File: src/rtl/axi_lite_arbiter_2to1_if.sv
// AXI-lite bundle (AR/R/AW/W/B) shared by the arbiter's master-facing and slave-facing ports.
interface axi_lite_arbiter_2to1_if #(
  parameter int unsigned ADDR_W = 32,
  parameter int unsigned DATA_W = 32
);
  logic [ADDR_W-1:0]   araddr;
  logic                arvalid;
  logic                arready;
  logic [DATA_W-1:0]   rdata;
  logic [1:0]          rresp;
  logic                rvalid;
  logic                rready;
  logic [ADDR_W-1:0]   awaddr;
  logic                awvalid;
  logic                awready;
  logic [DATA_W-1:0]   wdata;
  logic [DATA_W/8-1:0] wstrb;
  logic                wvalid;
  logic                wready;
  logic [1:0]          bresp;
  logic                bvalid;
  logic                bready;

  modport master (
    output araddr, arvalid, rready, awaddr, awvalid, wdata, wstrb, wvalid, bready,
    input  arready, rdata, rresp, rvalid, awready, wready, bresp, bvalid
  );

  modport slave (
    input  araddr, arvalid, rready, awaddr, awvalid, wdata, wstrb, wvalid, bready,
    output arready, rdata, rresp, rvalid, awready, wready, bresp, bvalid
  );
endinterface

File: src/rtl/axi_lite_arbiter_2to1.sv
// 2:1 AXI-lite arbiter: IFU (m0, read-only) and LSU (m1) share one memory slave,
// one whole transaction per grant, LSU has fixed priority.
module axi_lite_arbiter_2to1 #(
  parameter int unsigned ADDR_W = 32,
  parameter int unsigned DATA_W = 32
) (
  input  logic                         clk,
  input  logic                         rst,
  axi_lite_arbiter_2to1_if.slave       m0,
  axi_lite_arbiter_2to1_if.slave       m1,
  axi_lite_arbiter_2to1_if.master      s
);

  typedef enum logic [1:0] {IDLE, RD0, RD1, WR1} state_t;

  state_t state;
  logic   ar_done;
  logic   aw_done;
  logic   w_done;

  logic              rd_grant;
  logic [ADDR_W-1:0] rd_addr;
  logic [DATA_W-1:0] rd_data;
  logic              ar_hs;
  logic              r_hs;
  logic              aw_hs;
  logic              w_hs;
  logic              b_open;
  logic              b_hs;

  assign rd_grant = (state == RD0) || (state == RD1);
  assign rd_addr  = (state == RD1) ? m1.araddr : m0.araddr;
  assign rd_data  = s.rdata;

  assign ar_hs  = rd_grant && s.arvalid && s.arready;
  assign r_hs   = rd_grant && s.rvalid && s.rready;
  assign aw_hs  = (state == WR1) && m1.awvalid && !aw_done && s.awready;
  assign w_hs   = (state == WR1) && m1.wvalid && !w_done && s.wready;
  // B opens in the same cycle the later of AW/W completes.
  assign b_open = (state == WR1) && (aw_done || aw_hs) && (w_done || w_hs);
  assign b_hs   = b_open && s.bvalid && s.bready;

  always_comb begin
    s.araddr   = '0;
    s.arvalid  = 1'b0;
    s.rready   = 1'b0;
    s.awaddr   = '0;
    s.awvalid  = 1'b0;
    s.wdata    = '0;
    s.wstrb    = '0;
    s.wvalid   = 1'b0;
    s.bready   = 1'b0;

    m0.arready = 1'b0;
    m0.rdata   = '0;
    m0.rresp   = '0;
    m0.rvalid  = 1'b0;
    m0.awready = 1'b0;
    m0.wready  = 1'b0;
    m0.bresp   = '0;
    m0.bvalid  = 1'b0;

    m1.arready = 1'b0;
    m1.rdata   = '0;
    m1.rresp   = '0;
    m1.rvalid  = 1'b0;
    m1.awready = 1'b0;
    m1.wready  = 1'b0;
    m1.bresp   = '0;
    m1.bvalid  = 1'b0;

    case (state)
      RD0: begin
        s.araddr   = rd_addr;
        s.arvalid  = m0.arvalid && !ar_done;
        m0.arready = s.arready && !ar_done;
        m0.rdata   = rd_data;
        m0.rresp   = s.rresp;
        m0.rvalid  = s.rvalid;
        s.rready   = m0.rready;
      end
      RD1: begin
        s.araddr   = rd_addr;
        s.arvalid  = m1.arvalid && !ar_done;
        m1.arready = s.arready && !ar_done;
        m1.rdata   = rd_data;
        m1.rresp   = s.rresp;
        m1.rvalid  = s.rvalid;
        s.rready   = m1.rready;
      end
      WR1: begin
        s.awaddr   = m1.awaddr;
        s.awvalid  = m1.awvalid && !aw_done;
        m1.awready = s.awready && !aw_done;
        s.wdata    = m1.wdata;
        s.wstrb    = m1.wstrb;
        s.wvalid   = m1.wvalid && !w_done;
        m1.wready  = s.wready && !w_done;
        if (b_open) begin
          s.bready  = m1.bready;
          m1.bvalid = s.bvalid;
          m1.bresp  = s.bresp;
        end
      end
      default: ;
    endcase
  end

  always_ff @(posedge clk or negedge rst) begin
    if (!rst) begin
      state   <= IDLE;
      ar_done <= 1'b0;
      aw_done <= 1'b0;
      w_done  <= 1'b0;
    end else begin
      case (state)
        IDLE: begin
          if (m1.arvalid)                     state <= RD1;
          else if (m1.awvalid || m1.wvalid)   state <= WR1;
          else if (m0.arvalid)                state <= RD0;
        end
        RD0, RD1: begin
          if (r_hs) begin
            state   <= IDLE;
            ar_done <= 1'b0;
          end else if (ar_hs) begin
            ar_done <= 1'b1;
          end
        end
        WR1: begin
          if (b_hs) begin
            state   <= IDLE;
            aw_done <= 1'b0;
            w_done  <= 1'b0;
          end else begin
            if (aw_hs) aw_done <= 1'b1;
            if (w_hs)  w_done  <= 1'b1;
          end
        end
        default: state <= IDLE;
      endcase
    end
  end

endmodule

File: src/flat_wrapper.sv
// flat-port wrapper written by rule: the top's interface ports become plain ports
module axi_lite_arbiter_2to1_flat 
#(
  parameter int unsigned ADDR_W = 32,
  parameter int unsigned DATA_W = 32
)
  (clk, rst, m0_araddr, m0_arvalid, m0_rready, m0_awaddr, m0_awvalid, m0_wdata, m0_wstrb, m0_wvalid, m0_bready, m0_arready, m0_rdata, m0_rresp, m0_rvalid, m0_awready, m0_wready, m0_bresp, m0_bvalid, m1_araddr, m1_arvalid, m1_rready, m1_awaddr, m1_awvalid, m1_wdata, m1_wstrb, m1_wvalid, m1_bready, m1_arready, m1_rdata, m1_rresp, m1_rvalid, m1_awready, m1_wready, m1_bresp, m1_bvalid, s_araddr, s_arvalid, s_rready, s_awaddr, s_awvalid, s_wdata, s_wstrb, s_wvalid, s_bready, s_arready, s_rdata, s_rresp, s_rvalid, s_awready, s_wready, s_bresp, s_bvalid);
  axi_lite_arbiter_2to1_if #(.ADDR_W(ADDR_W), .DATA_W(DATA_W)) m0_i ();
  axi_lite_arbiter_2to1_if #(.ADDR_W(ADDR_W), .DATA_W(DATA_W)) m1_i ();
  axi_lite_arbiter_2to1_if #(.ADDR_W(ADDR_W), .DATA_W(DATA_W)) s_i ();
  input  logic clk;
  input  logic rst;
  input wire logic [$bits(m0_i.araddr)-1:0] m0_araddr;
  input wire logic [$bits(m0_i.arvalid)-1:0] m0_arvalid;
  input wire logic [$bits(m0_i.rready)-1:0] m0_rready;
  input wire logic [$bits(m0_i.awaddr)-1:0] m0_awaddr;
  input wire logic [$bits(m0_i.awvalid)-1:0] m0_awvalid;
  input wire logic [$bits(m0_i.wdata)-1:0] m0_wdata;
  input wire logic [$bits(m0_i.wstrb)-1:0] m0_wstrb;
  input wire logic [$bits(m0_i.wvalid)-1:0] m0_wvalid;
  input wire logic [$bits(m0_i.bready)-1:0] m0_bready;
  output wire logic [$bits(m0_i.arready)-1:0] m0_arready;
  output wire logic [$bits(m0_i.rdata)-1:0] m0_rdata;
  output wire logic [$bits(m0_i.rresp)-1:0] m0_rresp;
  output wire logic [$bits(m0_i.rvalid)-1:0] m0_rvalid;
  output wire logic [$bits(m0_i.awready)-1:0] m0_awready;
  output wire logic [$bits(m0_i.wready)-1:0] m0_wready;
  output wire logic [$bits(m0_i.bresp)-1:0] m0_bresp;
  output wire logic [$bits(m0_i.bvalid)-1:0] m0_bvalid;
  input wire logic [$bits(m1_i.araddr)-1:0] m1_araddr;
  input wire logic [$bits(m1_i.arvalid)-1:0] m1_arvalid;
  input wire logic [$bits(m1_i.rready)-1:0] m1_rready;
  input wire logic [$bits(m1_i.awaddr)-1:0] m1_awaddr;
  input wire logic [$bits(m1_i.awvalid)-1:0] m1_awvalid;
  input wire logic [$bits(m1_i.wdata)-1:0] m1_wdata;
  input wire logic [$bits(m1_i.wstrb)-1:0] m1_wstrb;
  input wire logic [$bits(m1_i.wvalid)-1:0] m1_wvalid;
  input wire logic [$bits(m1_i.bready)-1:0] m1_bready;
  output wire logic [$bits(m1_i.arready)-1:0] m1_arready;
  output wire logic [$bits(m1_i.rdata)-1:0] m1_rdata;
  output wire logic [$bits(m1_i.rresp)-1:0] m1_rresp;
  output wire logic [$bits(m1_i.rvalid)-1:0] m1_rvalid;
  output wire logic [$bits(m1_i.awready)-1:0] m1_awready;
  output wire logic [$bits(m1_i.wready)-1:0] m1_wready;
  output wire logic [$bits(m1_i.bresp)-1:0] m1_bresp;
  output wire logic [$bits(m1_i.bvalid)-1:0] m1_bvalid;
  output wire logic [$bits(s_i.araddr)-1:0] s_araddr;
  output wire logic [$bits(s_i.arvalid)-1:0] s_arvalid;
  output wire logic [$bits(s_i.rready)-1:0] s_rready;
  output wire logic [$bits(s_i.awaddr)-1:0] s_awaddr;
  output wire logic [$bits(s_i.awvalid)-1:0] s_awvalid;
  output wire logic [$bits(s_i.wdata)-1:0] s_wdata;
  output wire logic [$bits(s_i.wstrb)-1:0] s_wstrb;
  output wire logic [$bits(s_i.wvalid)-1:0] s_wvalid;
  output wire logic [$bits(s_i.bready)-1:0] s_bready;
  input wire logic [$bits(s_i.arready)-1:0] s_arready;
  input wire logic [$bits(s_i.rdata)-1:0] s_rdata;
  input wire logic [$bits(s_i.rresp)-1:0] s_rresp;
  input wire logic [$bits(s_i.rvalid)-1:0] s_rvalid;
  input wire logic [$bits(s_i.awready)-1:0] s_awready;
  input wire logic [$bits(s_i.wready)-1:0] s_wready;
  input wire logic [$bits(s_i.bresp)-1:0] s_bresp;
  input wire logic [$bits(s_i.bvalid)-1:0] s_bvalid;
  assign m0_i.araddr = m0_araddr;
  assign m0_i.arvalid = m0_arvalid;
  assign m0_i.rready = m0_rready;
  assign m0_i.awaddr = m0_awaddr;
  assign m0_i.awvalid = m0_awvalid;
  assign m0_i.wdata = m0_wdata;
  assign m0_i.wstrb = m0_wstrb;
  assign m0_i.wvalid = m0_wvalid;
  assign m0_i.bready = m0_bready;
  assign m0_arready = m0_i.arready;
  assign m0_rdata = m0_i.rdata;
  assign m0_rresp = m0_i.rresp;
  assign m0_rvalid = m0_i.rvalid;
  assign m0_awready = m0_i.awready;
  assign m0_wready = m0_i.wready;
  assign m0_bresp = m0_i.bresp;
  assign m0_bvalid = m0_i.bvalid;
  assign m1_i.araddr = m1_araddr;
  assign m1_i.arvalid = m1_arvalid;
  assign m1_i.rready = m1_rready;
  assign m1_i.awaddr = m1_awaddr;
  assign m1_i.awvalid = m1_awvalid;
  assign m1_i.wdata = m1_wdata;
  assign m1_i.wstrb = m1_wstrb;
  assign m1_i.wvalid = m1_wvalid;
  assign m1_i.bready = m1_bready;
  assign m1_arready = m1_i.arready;
  assign m1_rdata = m1_i.rdata;
  assign m1_rresp = m1_i.rresp;
  assign m1_rvalid = m1_i.rvalid;
  assign m1_awready = m1_i.awready;
  assign m1_wready = m1_i.wready;
  assign m1_bresp = m1_i.bresp;
  assign m1_bvalid = m1_i.bvalid;
  assign s_araddr = s_i.araddr;
  assign s_arvalid = s_i.arvalid;
  assign s_rready = s_i.rready;
  assign s_awaddr = s_i.awaddr;
  assign s_awvalid = s_i.awvalid;
  assign s_wdata = s_i.wdata;
  assign s_wstrb = s_i.wstrb;
  assign s_wvalid = s_i.wvalid;
  assign s_bready = s_i.bready;
  assign s_i.arready = s_arready;
  assign s_i.rdata = s_rdata;
  assign s_i.rresp = s_rresp;
  assign s_i.rvalid = s_rvalid;
  assign s_i.awready = s_awready;
  assign s_i.wready = s_wready;
  assign s_i.bresp = s_bresp;
  assign s_i.bvalid = s_bvalid;
  axi_lite_arbiter_2to1 #(.ADDR_W(ADDR_W), .DATA_W(DATA_W)) u_core (.clk(clk), .rst(rst), .m0(m0_i), .m1(m1_i), .s(s_i));
endmodule
File: config.mk
export PLATFORM = sky130hd
export DESIGN_NAME = axi_lite_arbiter_2to1_flat
export DESIGN_NICKNAME = d
export VERILOG_FILES = /design/src/rtl/axi_lite_arbiter_2to1_if.sv /design/src/rtl/axi_lite_arbiter_2to1.sv /design/src/flat_wrapper.sv
export SDC_FILE = /design/constraint.sdc
export NUM_CORES = 1
export LEC_CHECK = 0
export BUFFER_PORTS_ARGS = -buffer_cell sky130_fd_sc_hd__buf_2
export CAP_MARGIN = 25
export CORE_AREA = 3 3 169 171
export CTS_BUF_LIST = sky130_fd_sc_hd__clkbuf_4
export CTS_CLUSTER_SIZE = 20
export DETAILED_ROUTE_END_ITERATION = 16
export DIE_AREA = 0 0 172 174
export PLACE_DENSITY = 0.44
export SLEW_MARGIN = 20
export SYNTH_ARGS = -nofsm -noshare
export SYNTH_HDL_FRONTEND = slang
export SYNTH_SLANG_ARGS = --single-unit
File: constraint.sdc
create_clock -name clk -period 1.9 [get_ports clk]
set_input_delay 0.38 -clock clk [delete_from_list [all_inputs] [get_ports clk]]
set_output_delay 0.38 -clock clk [all_outputs]
set_load 0.05 [all_outputs]
==> summary.txt <==
Outcome
  • Status: finished with violations
  • Failing checks: negative setup slack

Yosys
  • Avg Cell Area, Syn: 7.208 um^2
  • Complex-gate fraction of the synthesized area: 4.717%
  • Register area share after synthesis: 6.289%
  • Post-Syn Area: 1989 um^2
  • Adder-cell share of the synthesized area: 3.145%
  • Share of the synthesized area in the top cell type: 44.65%
  • Synth Area in Simple Gates: 60.94%
  • Yosys cell types: 25
  • XOR/XNOR share of the synthesized area: 0%
  • #FFs+latches synth: 5
  • Cells after Synth: 276
  • Yosys warning total: 0
  • Mux share of post-synthesis cell area: 17.11%
  • Top post-synthesis cells by area: and2_1 45%, mux2i_1 17%, nor2b_1 11%, dfrtp_1 6.3%, buf_4 3.4%
  • Largest family of logic cells by synthesized area: simple AND/OR/NAND/NOR gates
  • Yosys top cell by area: and2_1

STA
  • Clock skew: 0.004955 ns
  • RSZ-0062 raised after global routing: yes
  • Pins over their slew limit: 0
  • Fmax achieved: 0.4775 GHz
  • Slew at the pin closest to its max-slew limit: 0.4887 ns
  • Fin crit share: 110.2%
  • Final min period: 2.094 ns
  • TNS Setup: -16.78 ns
  • Final Hold Viols: 0
  • Final worst setup slack: -0.1942 ns
  • Worst slew margin: 67.17%
  • Final Setup Violations: 176

Clock network
  • CTS tree: yes
  • H-Tree Depth: 1
  • Clock Path Buffers: 2
  • Clk_lat worst skew: 0.24 ns
  • TritonCTS buffer count: 3
  • Clock Tree Root: clkbuf_4
  • # clock sinks: 5
  • CTS clk-pin slew, worst paths: 0.05 ns

Cells and area
  • Layout Area Growth over Synthesis: 233.3%
  • Commonest cells after routing, fill and taps aside: 182 x buf_2, 117 x buf_6, 69 x and2_4
  • Most common cell after layout, fill and taps aside: buf_2
  • Ant. Diodes: 0
  • Layout cells sized above 1: 84.47%
  • Fin nets: 916
  • Final core utilization: 24.53%

Worst setup path
  • Arr. time, crit path: 1.71 ns
  • Crit Path Max Fanout: 8
  • CP required: 1.52 ns
  • Worst R2R Setup Slack: 0.05 ns
  • CP startpoint kind: flip-flop
  • CP Cell Sequence: buf_6 > ha_4 > buf_4 > buf_6 > clkbuf_16 > and2_4 > buf_8
  • CP Capture Type: output pin
  • CP top delay family: buffers and inverters
  • CP most frequent cell: buf_6
  • Buf/Inv on CP: 5
  • Worst path slowest cell: dfrtp_1
  • Crit path largest cell delay: 0.41 ns
  • WS Path Type: reg -> out

Floorplan
  • Ports: 440
  • Placement Rows: 60
  • Die width: 172 um
  • Initial Util: 7.361%
  • Core area: 27030 um^2
  • Die span in y: 174 um
  • Die area: 29930 um^2

Routing
  • Final wirelength: 16250 um
  • Via density: 3.419
  • Iter 0 DRT Violations: 69
  • Drt drc: 0
  • Antenna viol nets, final: 0
  • Via count: 3412
  • Routed len/inst: 16.28 um
  • 1st-pass router iterations: 4

GRT
  • Gr usage total: 8.634%
  • First-pass GRT wire length: 19920 um
  • Largest net degree at the start of global routing: 38
  • Number of global-route vias before repair: 3285
  • GR Overflow Total: 0
  • Antenna violations before repair: 0

Power
  • Leak: 3.236 nW
  • Pwr/cell area: 1559 nW/um^2
  • Peak supply drop: 976.6 uV

Place
  • Gpl congestion: 0.7346
  • PortBufs: 363
  • DP Wirelength: 11650 um

Worst hold path
  • Hold Path Class: in -> reg

Job
  • MaxCap Viol Count: 0
-- final timing paths --
check,from,cells after the start,endpoint
min in group asynchronous,rst,2,u_core.state[0]
worst min-delay path,m1_bready,2,u_core.w_done
worst max-delay path,u_core.state[0],7,s_awaddr[21]
worst max register to register,u_core.state[0],9,u_core.state[1]
max in group asynchronous,rst,2,u_core.state[1]
worst min register to register,u_core.w_done,2,u_core.w_done
-- flip-flops by register name (all words and copies together) (netlist names) --
| register | flops |
|---|---|
| u_core.w_done | 1 |
| u_core.state | 2 |
| u_core.aw_done | 1 |
| u_core.ar_done | 1 |
-- area by class of cell --
cell class | instances | area, um^2
fill | 2905 | 20400
tap | 341 | 426.7
clock buffer | 4 | 30.03
multi-input combinational | 245 | 2251
timing repair buffer | 400 | 3785
inverter | 3 | 11.26
sequential | 5 | 126.4
-- per-layer routing --
| layer | up-vias | GRT usage [%] | part of all wire, % |
|---|---|---|---|
| li1 | 1626 | - | - |
| met1 | 1626 | 10.37 | 41 |
| met2 | 156 | 16.69 | 53 |
| met3 | 4 | 1.092 | 5.5 |
| met4 | 0 | 0.8317 | 0.40 |
| met5 | - | 0 | 0 |
-- power by group --
group | switching [mW] | internal, mW | total [mW]
clock network | 0.0460 | 0.0938 | 0.140
logic | 5.65 | 4.31 | 9.96
registers | 0.0764 | 0.162 | 0.238
-- metrics by stage --
step | setup slack [ns] | area, um^2 | total power, mW | instances | hold slack [ns]
final | -0.1942 | 6630 | 10.34 | 998 | 0.3641
after global routing | -0.2815 | 6630 | 10.76 | 998 | 0.3676
after CTS | -0.2315 | 5908 | 9.473 | 987 | 0.3538
after detailed placement | -0.08892 | 4592 | 7.587 | 968 | 0.2128
after global placement | -0.07876 | 4592 | 7.612 | 968 | 0.2138
after floorplan | -0.005809 | 2188 | 5.755 | 280 | 0.08441
-- timing repair --
action                     in CTS  in global routing
hold endpoints to repair        5                  0
pin swaps                       7                 25
gates resized for setup       333                169
hold buffers                    1                  0
setup buffers                   8                  4
gates cloned                    6                  9
setup endpoints to repair     182                185
-- logic make-up after synthesis --
group / after synthesis
adder cells (fa/ha/maj): 5
AO/OA/AOI/OAI: 12
flip-flops: 5
buffers and inverters: 30
other: 1
AND/OR/NAND/NOR: 189
multiplexers: 34
-- synth_stat cells --
library cell / n
and2_1: 142
mux2i_1: 34
nor2b_1: 34
clkbuf_1: 14
buf_4: 9
a21oi_1: 6
and3b_1: 5
dfrtp_1: 5
ha_1: 5
buf_2: 4
inv_1: 3
nor3b_2: 2
a21oi_2: 1
a22oi_2: 1
a31oi_1: 1
a32o_1: 1
and3b_2: 1
conb_1: 1
nand2_1: 1
nand2b_1: 1
nand3_2: 1
nand3b_1: 1
nor3_1: 1
o21ai_1: 1
o31ai_4: 1
No activity file was read; power rests on OpenSTA's default activity.
